[config.mk]
export PLATFORM = sky130hd
export DESIGN_NAME = multicycle_sequencer_flat
export DESIGN_NICKNAME = d
export VERILOG_FILES = /design/src/rtl/cpu_ctrl_pkg.sv /design/src/rtl/multicycle_sequencer_if.sv /design/src/rtl/mem_wait_timer.sv /design/src/rtl/multicycle_sequencer.sv /design/src/flat_wrapper.sv
export SDC_FILE = /design/constraint.sdc
export NUM_CORES = 1
export LEC_CHECK = 0
export CAP_MARGIN = 20
export CORE_UTILIZATION = 45
export CTS_BUF_LIST = sky130_fd_sc_hd__clkbuf_4
export DETAILED_ROUTE_END_ITERATION = 8
export PLACE_DENSITY_LB_ADDON = 0.3
export SETUP_SLACK_MARGIN = 0.5
export SYNTH_ARGS = -nofsm -noshare
export SYNTH_HDL_FRONTEND = slang
export SYNTH_SLANG_ARGS = --single-unit
[constraint.sdc]
create_clock -name clk -period 2.49 [get_ports clk]
set_input_delay 0.498 -clock clk [delete_from_list [all_inputs] [get_ports clk]]
set_output_delay 0.498 -clock clk [all_outputs]
set_load 0.01 [all_outputs]
[src/rtl/cpu_ctrl_pkg.sv]
// Shared control definitions for the multi-cycle sequencer: state encodings and PC mux selects.
// No logic of its own; consumed by the sequencer top and its bench.
// Includes one helper that resolves a conditional-branch select against the branch outcome.
package cpu_ctrl_pkg;

    typedef enum logic [2:0] {
        ST_FETCH  = 3'd0,
        ST_DECODE = 3'd1,
        ST_EXEC   = 3'd2,
        ST_MEM    = 3'd3,
        ST_WB     = 3'd4,
        ST_HALT   = 3'd5,
        ST_ERR    = 3'd6
    } state_t;

    localparam logic [1:0] PC_SEL_REG = 2'b00;
    localparam logic [1:0] PC_SEL_BR  = 2'b01;
    localparam logic [1:0] PC_SEL_J   = 2'b10;
    localparam logic [1:0] PC_SEL_INC = 2'b11;

    // An untaken conditional branch falls through to PC+4; every other select passes unchanged.
    function automatic logic [1:0] resolve_pc_sel(input logic [1:0] raw_sel, input logic taken);
        return ((raw_sel == PC_SEL_BR) && !taken) ? PC_SEL_INC : raw_sel;
    endfunction

endpackage

[src/rtl/multicycle_sequencer_if.sv]
// Bundle of the sequencer's memory handshakes, decoder inputs and datapath enables.
// Pure wiring, no latency.
// Requests are levels held until the matching ack; there is no other backpressure.
interface multicycle_sequencer_if #(
    parameter int CNT_W = 32
);
    logic             imem_req;
    logic             imem_ack;
    logic             ir_we;
    logic             dec_gp_we;
    logic             dec_dm_we;
    logic             dec_is_load;
    logic [1:0]       dec_pc_sel;
    logic             bce_taken;
    logic             dmem_req;
    logic             dmem_we;
    logic             dmem_ack;
    logic             gp_we;
    logic             pc_we;
    logic [1:0]       pc_sel;
    logic             halt_req;
    logic             halted;
    logic             bus_err;
    logic [CNT_W-1:0] retired;
    logic [2:0]       state;

    // Sequencer side.
    modport master (
        output imem_req, ir_we, dmem_req, dmem_we, gp_we, pc_we, pc_sel,
               halted, bus_err, retired, state,
        input  imem_ack, dec_gp_we, dec_dm_we, dec_is_load, dec_pc_sel,
               bce_taken, dmem_ack, halt_req
    );

    // Datapath / memory / decoder side.
    modport slave (
        input  imem_req, ir_we, dmem_req, dmem_we, gp_we, pc_we, pc_sel,
               halted, bus_err, retired, state,
        output imem_ack, dec_gp_we, dec_dm_we, dec_is_load, dec_pc_sel,
               bce_taken, dmem_ack, halt_req
    );

endinterface

[src/rtl/mem_wait_timer.sv]
// Counts cycles a memory request has waited for its ack and flags expiry at TIMEOUT-1.
// expired is combinational from the count register, valid in the same cycle.
// Holds its value when neither clr nor inc is asserted.
module mem_wait_timer #(
    parameter int TIMEOUT = 15
) (
    input  logic clk,
    input  logic reset,
    input  logic clr,
    input  logic inc,
    output logic expired
);
    localparam logic [7:0] LIMIT = 8'(TIMEOUT - 1);

    logic [7:0] cnt;

    // Wait counter: cleared outside waiting states, advances on each un-acked cycle.
    always_ff @(posedge clk) begin
        if (reset || clr) begin
            cnt <= 8'd0;
        end else if (inc) begin
            cnt <= cnt + 8'd1;
        end
    end

    assign expired = (cnt == LIMIT);

endmodule

[src/rtl/multicycle_sequencer.sv]
// Multi-cycle control FSM sequencing fetch/decode/exec/mem/writeback for the MIPS datapath.
// CPI 4 for ALU/branch/jump, 5 plus memory wait cycles for lw/sw; ir_we follows imem_ack same cycle.
// Stalls in FETCH/MEM until ack; an ack overdue by TIMEOUT cycles parks the FSM in ERR until reset.
module multicycle_sequencer
    import cpu_ctrl_pkg::*;
#(
    parameter int TIMEOUT = 15,
    parameter int CNT_W   = 32
) (
    input  logic                   clk,
    input  logic                   reset,
    multicycle_sequencer_if.master bus
);
    state_t           state_q;
    logic [CNT_W-1:0] retired_q;
    logic             bus_err_q;

    logic in_fetch;
    logic in_mem;
    logic timer_clr;
    logic timer_inc;
    logic timer_exp;

    assign in_fetch  = (state_q == ST_FETCH);
    assign in_mem    = (state_q == ST_MEM);
    // Clearing in every non-waiting state guarantees a zero count on entry to FETCH or MEM.
    assign timer_clr = !(in_fetch || in_mem);
    assign timer_inc = (in_fetch && !bus.imem_ack) || (in_mem && !bus.dmem_ack);

    mem_wait_timer #(
        .TIMEOUT (TIMEOUT)
    ) u_wait_timer (
        .clk     (clk),
        .reset   (reset),
        .clr     (timer_clr),
        .inc     (timer_inc),
        .expired (timer_exp)
    );

    // State transitions, retired-instruction counter and sticky bus error.
    always_ff @(posedge clk) begin
        if (reset) begin
            state_q   <= ST_FETCH;
            retired_q <= '0;
            bus_err_q <= 1'b0;
        end else begin
            case (state_q)
                ST_FETCH: begin
                    if (bus.imem_ack) begin
                        state_q <= ST_DECODE;
                    end else if (timer_exp) begin
                        state_q   <= ST_ERR;
                        bus_err_q <= 1'b1;
                    end
                end
                ST_DECODE: state_q <= ST_EXEC;
                ST_EXEC: begin
                    state_q <= (bus.dec_dm_we || bus.dec_is_load) ? ST_MEM : ST_WB;
                end
                ST_MEM: begin
                    if (bus.dmem_ack) begin
                        state_q <= ST_WB;
                    end else if (timer_exp) begin
                        state_q   <= ST_ERR;
                        bus_err_q <= 1'b1;
                    end
                end
                ST_WB: begin
                    retired_q <= retired_q + CNT_W'(1);
                    state_q   <= bus.halt_req ? ST_HALT : ST_FETCH;
                end
                ST_HALT: begin
                    if (!bus.halt_req) begin
                        state_q <= ST_FETCH;
                    end
                end
                ST_ERR:  state_q <= ST_ERR;
                default: state_q <= ST_ERR;
            endcase
        end
    end

    // Phase-gated enables decoded from the state; everything reads as zero while reset is high
    // so an access in flight is abandoned without a partial write.
    always_comb begin
        bus.imem_req = 1'b0;
        bus.ir_we    = 1'b0;
        bus.dmem_req = 1'b0;
        bus.dmem_we  = 1'b0;
        bus.gp_we    = 1'b0;
        bus.pc_we    = 1'b0;
        bus.halted   = 1'b0;
        bus.pc_sel   = reset ? PC_SEL_REG : PC_SEL_INC;
        if (!reset) begin
            case (state_q)
                ST_FETCH: begin
                    bus.imem_req = 1'b1;
                    bus.ir_we    = bus.imem_ack;
                end
                ST_MEM: begin
                    bus.dmem_req = 1'b1;
                    bus.dmem_we  = bus.dec_dm_we;
                end
                ST_WB: begin
                    bus.gp_we  = bus.dec_gp_we;
                    bus.pc_we  = 1'b1;
                    bus.pc_sel = resolve_pc_sel(bus.dec_pc_sel, bus.bce_taken);
                end
                ST_HALT: bus.halted = 1'b1;
                default: ;
            endcase
        end
    end

    assign bus.bus_err = bus_err_q && !reset;
    assign bus.retired = reset ? '0 : retired_q;
    assign bus.state   = reset ? 3'd0 : state_q;

endmodule

[src/flat_wrapper.sv]
// flat-port wrapper written by rule: the top's interface ports become plain ports
module multicycle_sequencer_flat import cpu_ctrl_pkg::*;
#(
    parameter int TIMEOUT = 15,
    parameter int CNT_W   = 32
)
  (clk, reset, bus_imem_req, bus_ir_we, bus_dmem_req, bus_dmem_we, bus_gp_we, bus_pc_we, bus_pc_sel, bus_halted, bus_bus_err, bus_retired, bus_state, bus_imem_ack, bus_dec_gp_we, bus_dec_dm_we, bus_dec_is_load, bus_dec_pc_sel, bus_bce_taken, bus_dmem_ack, bus_halt_req);
  multicycle_sequencer_if #(.CNT_W(CNT_W)) bus_i ();
  input  logic clk;
  input  logic reset;
  output wire logic [$bits(bus_i.imem_req)-1:0] bus_imem_req;
  output wire logic [$bits(bus_i.ir_we)-1:0] bus_ir_we;
  output wire logic [$bits(bus_i.dmem_req)-1:0] bus_dmem_req;
  output wire logic [$bits(bus_i.dmem_we)-1:0] bus_dmem_we;
  output wire logic [$bits(bus_i.gp_we)-1:0] bus_gp_we;
  output wire logic [$bits(bus_i.pc_we)-1:0] bus_pc_we;
  output wire logic [$bits(bus_i.pc_sel)-1:0] bus_pc_sel;
  output wire logic [$bits(bus_i.halted)-1:0] bus_halted;
  output wire logic [$bits(bus_i.bus_err)-1:0] bus_bus_err;
  output wire logic [$bits(bus_i.retired)-1:0] bus_retired;
  output wire logic [$bits(bus_i.state)-1:0] bus_state;
  input wire logic [$bits(bus_i.imem_ack)-1:0] bus_imem_ack;
  input wire logic [$bits(bus_i.dec_gp_we)-1:0] bus_dec_gp_we;
  input wire logic [$bits(bus_i.dec_dm_we)-1:0] bus_dec_dm_we;
  input wire logic [$bits(bus_i.dec_is_load)-1:0] bus_dec_is_load;
  input wire logic [$bits(bus_i.dec_pc_sel)-1:0] bus_dec_pc_sel;
  input wire logic [$bits(bus_i.bce_taken)-1:0] bus_bce_taken;
  input wire logic [$bits(bus_i.dmem_ack)-1:0] bus_dmem_ack;
  input wire logic [$bits(bus_i.halt_req)-1:0] bus_halt_req;
  assign bus_imem_req = bus_i.imem_req;
  assign bus_ir_we = bus_i.ir_we;
  assign bus_dmem_req = bus_i.dmem_req;
  assign bus_dmem_we = bus_i.dmem_we;
  assign bus_gp_we = bus_i.gp_we;
  assign bus_pc_we = bus_i.pc_we;
  assign bus_pc_sel = bus_i.pc_sel;
  assign bus_halted = bus_i.halted;
  assign bus_bus_err = bus_i.bus_err;
  assign bus_retired = bus_i.retired;
  assign bus_state = bus_i.state;
  assign bus_i.imem_ack = bus_imem_ack;
  assign bus_i.dec_gp_we = bus_dec_gp_we;
  assign bus_i.dec_dm_we = bus_dec_dm_we;
  assign bus_i.dec_is_load = bus_dec_is_load;
  assign bus_i.dec_pc_sel = bus_dec_pc_sel;
  assign bus_i.bce_taken = bus_bce_taken;
  assign bus_i.dmem_ack = bus_dmem_ack;
  assign bus_i.halt_req = bus_halt_req;
  multicycle_sequencer #(.TIMEOUT(TIMEOUT), .CNT_W(CNT_W)) u_core (.clk(clk), .reset(reset), .bus(bus_i));
endmodule
# [Yosys cells after proc, flatten, opt, wreduce, memory -nomap -nowiden]
# Index checks and enable logic that the tools add are counted.
# Widths: inputs -> output; s select.
[totals] regBits=44 output_inout_bits=45 word_cells=63
[classes] n_addsub=2 eq_ne=10 muxes=31 n_reduce_logical=16
[op_table] operator="$add 32x1->32 const B" n=1
[op_table] operator="$mux 32" n=1
[op_table] operator="$mux 3" n=7
[op_table] operator="$pmux 3 s6" n=1
[op_table] operator="$mux 1" n=17
[op_table] operator="$add 8x1->8 const B" n=1
[op_table] operator="$eq 8x4->1 const B" n=1
[op_table] operator="$mux 2" n=4
[op_table] operator="$eq 3x2->1 const B" n=2
[op_table] operator="$eq 3x3->1 const B" n=2
[op_table] operator="$ne 2x2->1 const B" n=3
[op_table] operator="$logic_not 1->1" n=5
[op_table] operator="$logic_and 1x1->1" n=4
[op_table] operator="$logic_or 1x1->1" n=4
[op_table] operator="$eq 3x1->1 const B" n=1
[op_table] operator="$logic_not 3->1" n=1
[op_table] operator="$reduce_and 3->1" n=1
[op_table] operator="$eq 2x1->1 const B" n=1
[op_table] operator="$pmux 1 s2" n=1
[op_table] operator="$reduce_bool 2->1" n=1

# [Depth between registers and ports, before layout]
[logic_depth] ltp_word=5 mapped_depth=8 ltp_nobuf=6

# [Hierarchy]
# Synthesis repeated with hierarchy kept, for this count alone.
[unflattened] cells_unflattened=309 hier_area_um2=2448.6
[by_module_without_submodules] module="multicycle_sequencer" instances=1 cells_each=267 area_each_um2=2064.5
[by_module_without_submodules] module="mem_wait_timer" instances=1 cells_each=42 area_each_um2=384.1

# [Worst setup path before layout]
# No wires, ideal clock.
[synth_timing] path_type="register -> output" from="register u_core.state_q[2]" to="output port bus_ir_we" t_arrival_ps=1371 path_slack_ps=621 path_stages_with_launch=5 n_path_buf=2 cell_sequence="dfxtp_1 -> buf_4 -> clkbuf_1 -> nor4_1 -> and2_1"
[synth_via] elab_chain_len=3
[synth_lines] element="from (decl)" line="multicycle_sequencer.sv:14" source="state_t state_q;"
[synth_lines] element="from (signal assigned)" line="multicycle_sequencer.sv:58" source="state_q <= (bus.dec_dm_we || bus.dec_is_load) ? ST_MEM : ST_WB;"
[synth_lines] element="from (signal assigned)" line="multicycle_sequencer.sv:70" source="state_q <= bus.halt_req ? ST_HALT : ST_FETCH;"
[synth_lines] element="$logic_not 3->1" line="multicycle_sequencer.sv:95" source="case (state_q)"
[synth_lines] element="$mux 1" line="multicycle_sequencer.sv:95"
[synth_lines] element="$mux 1" line="multicycle_sequencer.sv:94" source="if (!reset) begin"
[synth_lines] element="to (decl)" line="flat_wrapper.sv:12" source="output wire logic [$bits(bus_i.ir_we)-1:0] bus_ir_we;"
# No other way between the ends.

# [Worst setup path in the final report]
[layout_timing] from="register u_core.state_q[2]" to="register u_core.retired_q[21]"
[layout_via] elab_chain_len=1
[layout_lines] element="$eq 3x3->1" line="multicycle_sequencer.sv:47" source="case (state_q)"
[layout_lines] element="to (signal assigned)" line="multicycle_sequencer.sv:69" source="retired_q <= retired_q + CNT_W'(1);"
[layout_lines] element="to (decl)" line="multicycle_sequencer.sv:15" source="logic [CNT_W-1:0] retired_q;"
# No other way between the ends.
# A chain may end at the register's enable or synchronous reset.

==> flow_summary.yaml <==
status:
  status: "finished clean"
power:
  ir_worst_vdd_v: 0.0002737
  powerDensity_mw_per_mm2: 421.2
  leakagePower_nw: 1.420
grt:
  grt_use_total: 0.2122
  grt_start_max_net_pins: 29
  antenna_found_initial: 0
  grt_pass1_wl_um: 10160
  grt_pass1_vias: 2215
  grt_overflow: 0
layout:
  areaGrowthSynthToFinish_pct: 36.35
  nFillCells: 459
  multiInputGateArea_mm2: 0.001588
  drive_gt1_frac: 0.1916
  seq_area_um2: 907.1
  nNetsFinal: 394
  diodes: 0
route:
  drtAntennaViolNets: 0
  drcViolationCount: 0
  drt_iter0_markers: 113
  wl_per_cell_um: 13.98
  vias: 2546
  vias_per_cell: 5.645
  finalWirelength_um: 6306
  dr.pass1.iters: 5
sta:
  period_share: 0.7985
  rsz0062_at_grt: "yes"
  fmax_mhz: 503.0
  finalSetupTns_ns: 0
  hold_viol: 0
  worst_pin_slew_ns: 0.4246
  slew_headroom: 0.7162
  period_needed_ns: 1.988
  slew_violations: 0
  finClkSkew_ns: 0.01935
  setup_viol: 0
  setup_ws_ns: 0.5018
setup_path:
  critPathMaxFanout: 5
  critPathLaunchType: "flip-flop"
  required_ns: 2.79
  endpoint_kind: "flip-flop"
  crit_type: "flip-flop to flip-flop"
  cp.arrival_ns: 2.29
logic_synthesis:
  synth_seq_area_share: 0.3534
  synth_nets: 330
  synth_xor_xnor_area_share: 0.05622
  syn_avg_cell_area_um2: 7.887
  synth_fa_ha_area_frac: 0.01506
  synth_flop_cell: "dfxtp_1"
  ys.warnings.count: 0
  synthArstFlopShare: 0
  synth_top_family_by_area: "simple AND/OR/NAND/NOR gates"
  synthMuxAreaShare: 0.03614
  syn_area_mm2: 0.002492
  synth_enable_flop_cells: 0
  synth_compound_area_frac: 0.1280
  synthSimpleGateAreaFrac: 0.3645
  ys_ff_latch: 44
  syn_inst: 316
  yosysUniqueCellTypes: 40
placement:
  place_ws_ns: 0.2098
  io_buffers: 55
  place_congestion: 0.8389
  place_hpwl_um: 3987
clock_tree:
  ctsHtreeMaxLevel: 2
  clock_latency_ns: 0.38
  cts_tree: "built"
  clock_path_buffers: 2
  clock_sinks: 44
  clk_pin_slew_ns: 0.14
  root_buffer: "clkbuf_4"
  cts_made_buffers: 5
  postCtsHoldBufs: 0
floorplan:
  core_area_mm2: 0.005205
  io_pins: 56
  initial_core_util: 0.4788
  die_w_um: 76.42
  die_area_mm2: 0.005840
  die_y_um: 76.42
  fp-row-count: 26
run:
  maxCapViolCount: 0
hold_path:
  hold_class: "primary input to flip-flop"
-- what timing repair did --
item / in CTS / in global routing
pin swaps: 1 / 2
cloned: 1 / 2
setup endpoints to repair: 51 / 24
gates resized for setup: 70 / 26
buffers inserted: 4 / 4
-- power by group --
| part | internal (W) | total [W] | switching, W | leakage (nW) |
|---|---|---|---|---|
| sequential | 0.000717 | 0.000742 | 0.0000255 | 0.361 |
| combinational | 0.000114 | 0.000231 | 0.000117 | 1.02 |
| clock | 0.000209 | 0.000458 | 0.000248 | 0.0412 |
-- state kept, by name (all words and copies together), names as in the netlist --
register,flops
u_core.u_wait_timer.cnt,8
u_core.retired_q,32
u_core.state_q,3
u_core.bus_err_q,1
-- worst paths after layout --
path                                           start                    to  slack (ns)  depth (start not counted)
worst max-delay path               u_core.state_q[2]  u_core.retired_q[21]        0.50                          8
worst min-delay path                           reset      u_core.bus_err_q        0.46                          2
worst max register to register     u_core.state_q[2]  u_core.retired_q[21]        0.50                          8
worst min register to register  u_core.retired_q[31]  u_core.retired_q[31]        0.50                          2
-- per-layer routing --
| layer | vias up | part of all wire | track usage |
|---|---|---|---|
| met1 | 1190 | 0.44 | 0.2610 |
| met2 | 93 | 0.48 | 0.3604 |
| met4 | 0 | 0.018 | 0.06346 |
| li1 | 1250 | - | - |
| met5 | - | 0 | 0 |
| met3 | 13 | 0.063 | 0.05629 |
-- placed cells by master, fill, tap and decap left out, drive strengths merged, types with 2 or more instances in the layout --
master | Yosys | layout
dfxtp | 44 | 44
nor2 | 39 | 39
dlygate4sd2 | 0 | 36
nor2b | 33 | 33
buf | 4 | 23
a21oi | 22 | 22
nand2 | 15 | 15
nand3 | 14 | 14
o21ai | 12 | 12
nand4 | 11 | 11
inv | 10 | 10
xor2 | 10 | 10
clkdlybuf4s50 | 0 | 10
or4 | 10 | 10
or3 | 9 | 9
mux2 | 8 | 8
o31ai | 8 | 8
xnor2 | 6 | 6
and2 | 6 | 6
clkbuf | 15 | 6
nor4 | 6 | 6
and4 | 5 | 5
a2111oi | 4 | 4
dlymetal6s2s | 0 | 4
and3 | 4 | 4
ha | 3 | 3
nand2b | 3 | 3
nor3 | 3 | 3
or2 | 2 | 2
a211oi | 2 | 2
-- cell type report --
cell class                 instances  share of cell area
tap                               70             0.02577
sequential                        44              0.2669
clock buffer                       5             0.01105
multi-input combinational        243              0.4672
clock inverter                     3             0.01252
inverter                          10             0.01105
timing repair buffer              76              0.2054
-- critical path, stage by stage (launching register included) --
cell      delay [ns]
dfxtp_4         0.38
buf_4           0.13
and4bb_2        0.29
buf_6           0.12
nand4_1         0.15
buf_4           0.18
buf_2           0.14
or3_1           0.37
a21oi_1         0.17
-- logic make-up after synthesis --
logic type               after synthesis
buffers and inverters                 29
multiplexers                           8
AO/OA/AOI/OAI                         53
AND/OR/NAND/NOR                      163
flip-flops                            44
adder cells (fa/ha/maj)                3
XOR/XNOR                              16
-- cell usage after synthesis, types with 2 or more instances --
master	n	area (um^2)
nor2b_1	33	206.5
o21ai_0	11	55.05
buf_2	3	15.01
xnor2_1	6	52.55
mux2_2	8	90.09
clkbuf_1	15	56.30
a2111oi_0	4	35.03
and3_1	4	25.02
xor2_1	10	87.58
and4_1	4	35.03
or4_1	10	75.07
and2_1	6	37.54
nor2_1	39	146.4
o31ai_1	8	60.06
ha_1	3	37.54
or3_1	8	50.05
nand2_1	15	56.30
a211oi_1	2	15.01
inv_1	10	37.54
dfxtp_1	44	880.8
nor4_1	6	37.54
nand3_1	14	70.07
a21oi_1	22	110.1
nand4_1	10	62.56
nor3_1	3	15.01
or2_2	2	12.51
nand2b_1	3	18.77
-- through the flow --
stage          hold WS [ns]  total power [W]  instance area (um^2)  instances    util
2_1_floorplan        0.4290        0.0008683                  2492        316       -
3_3_place_gp         0.4645        0.0009533                  3134        432  0.6022
3_5_place_dp         0.4760        0.0009549                  3134        432  0.6022
4_1_cts              0.4352         0.001444                  3294        445  0.6329
5_1_grt              0.4352         0.001507                  3398        451  0.6529
6_report             0.4603         0.001431                  3398        451  0.6529
(Power assumes the default switching activity.)
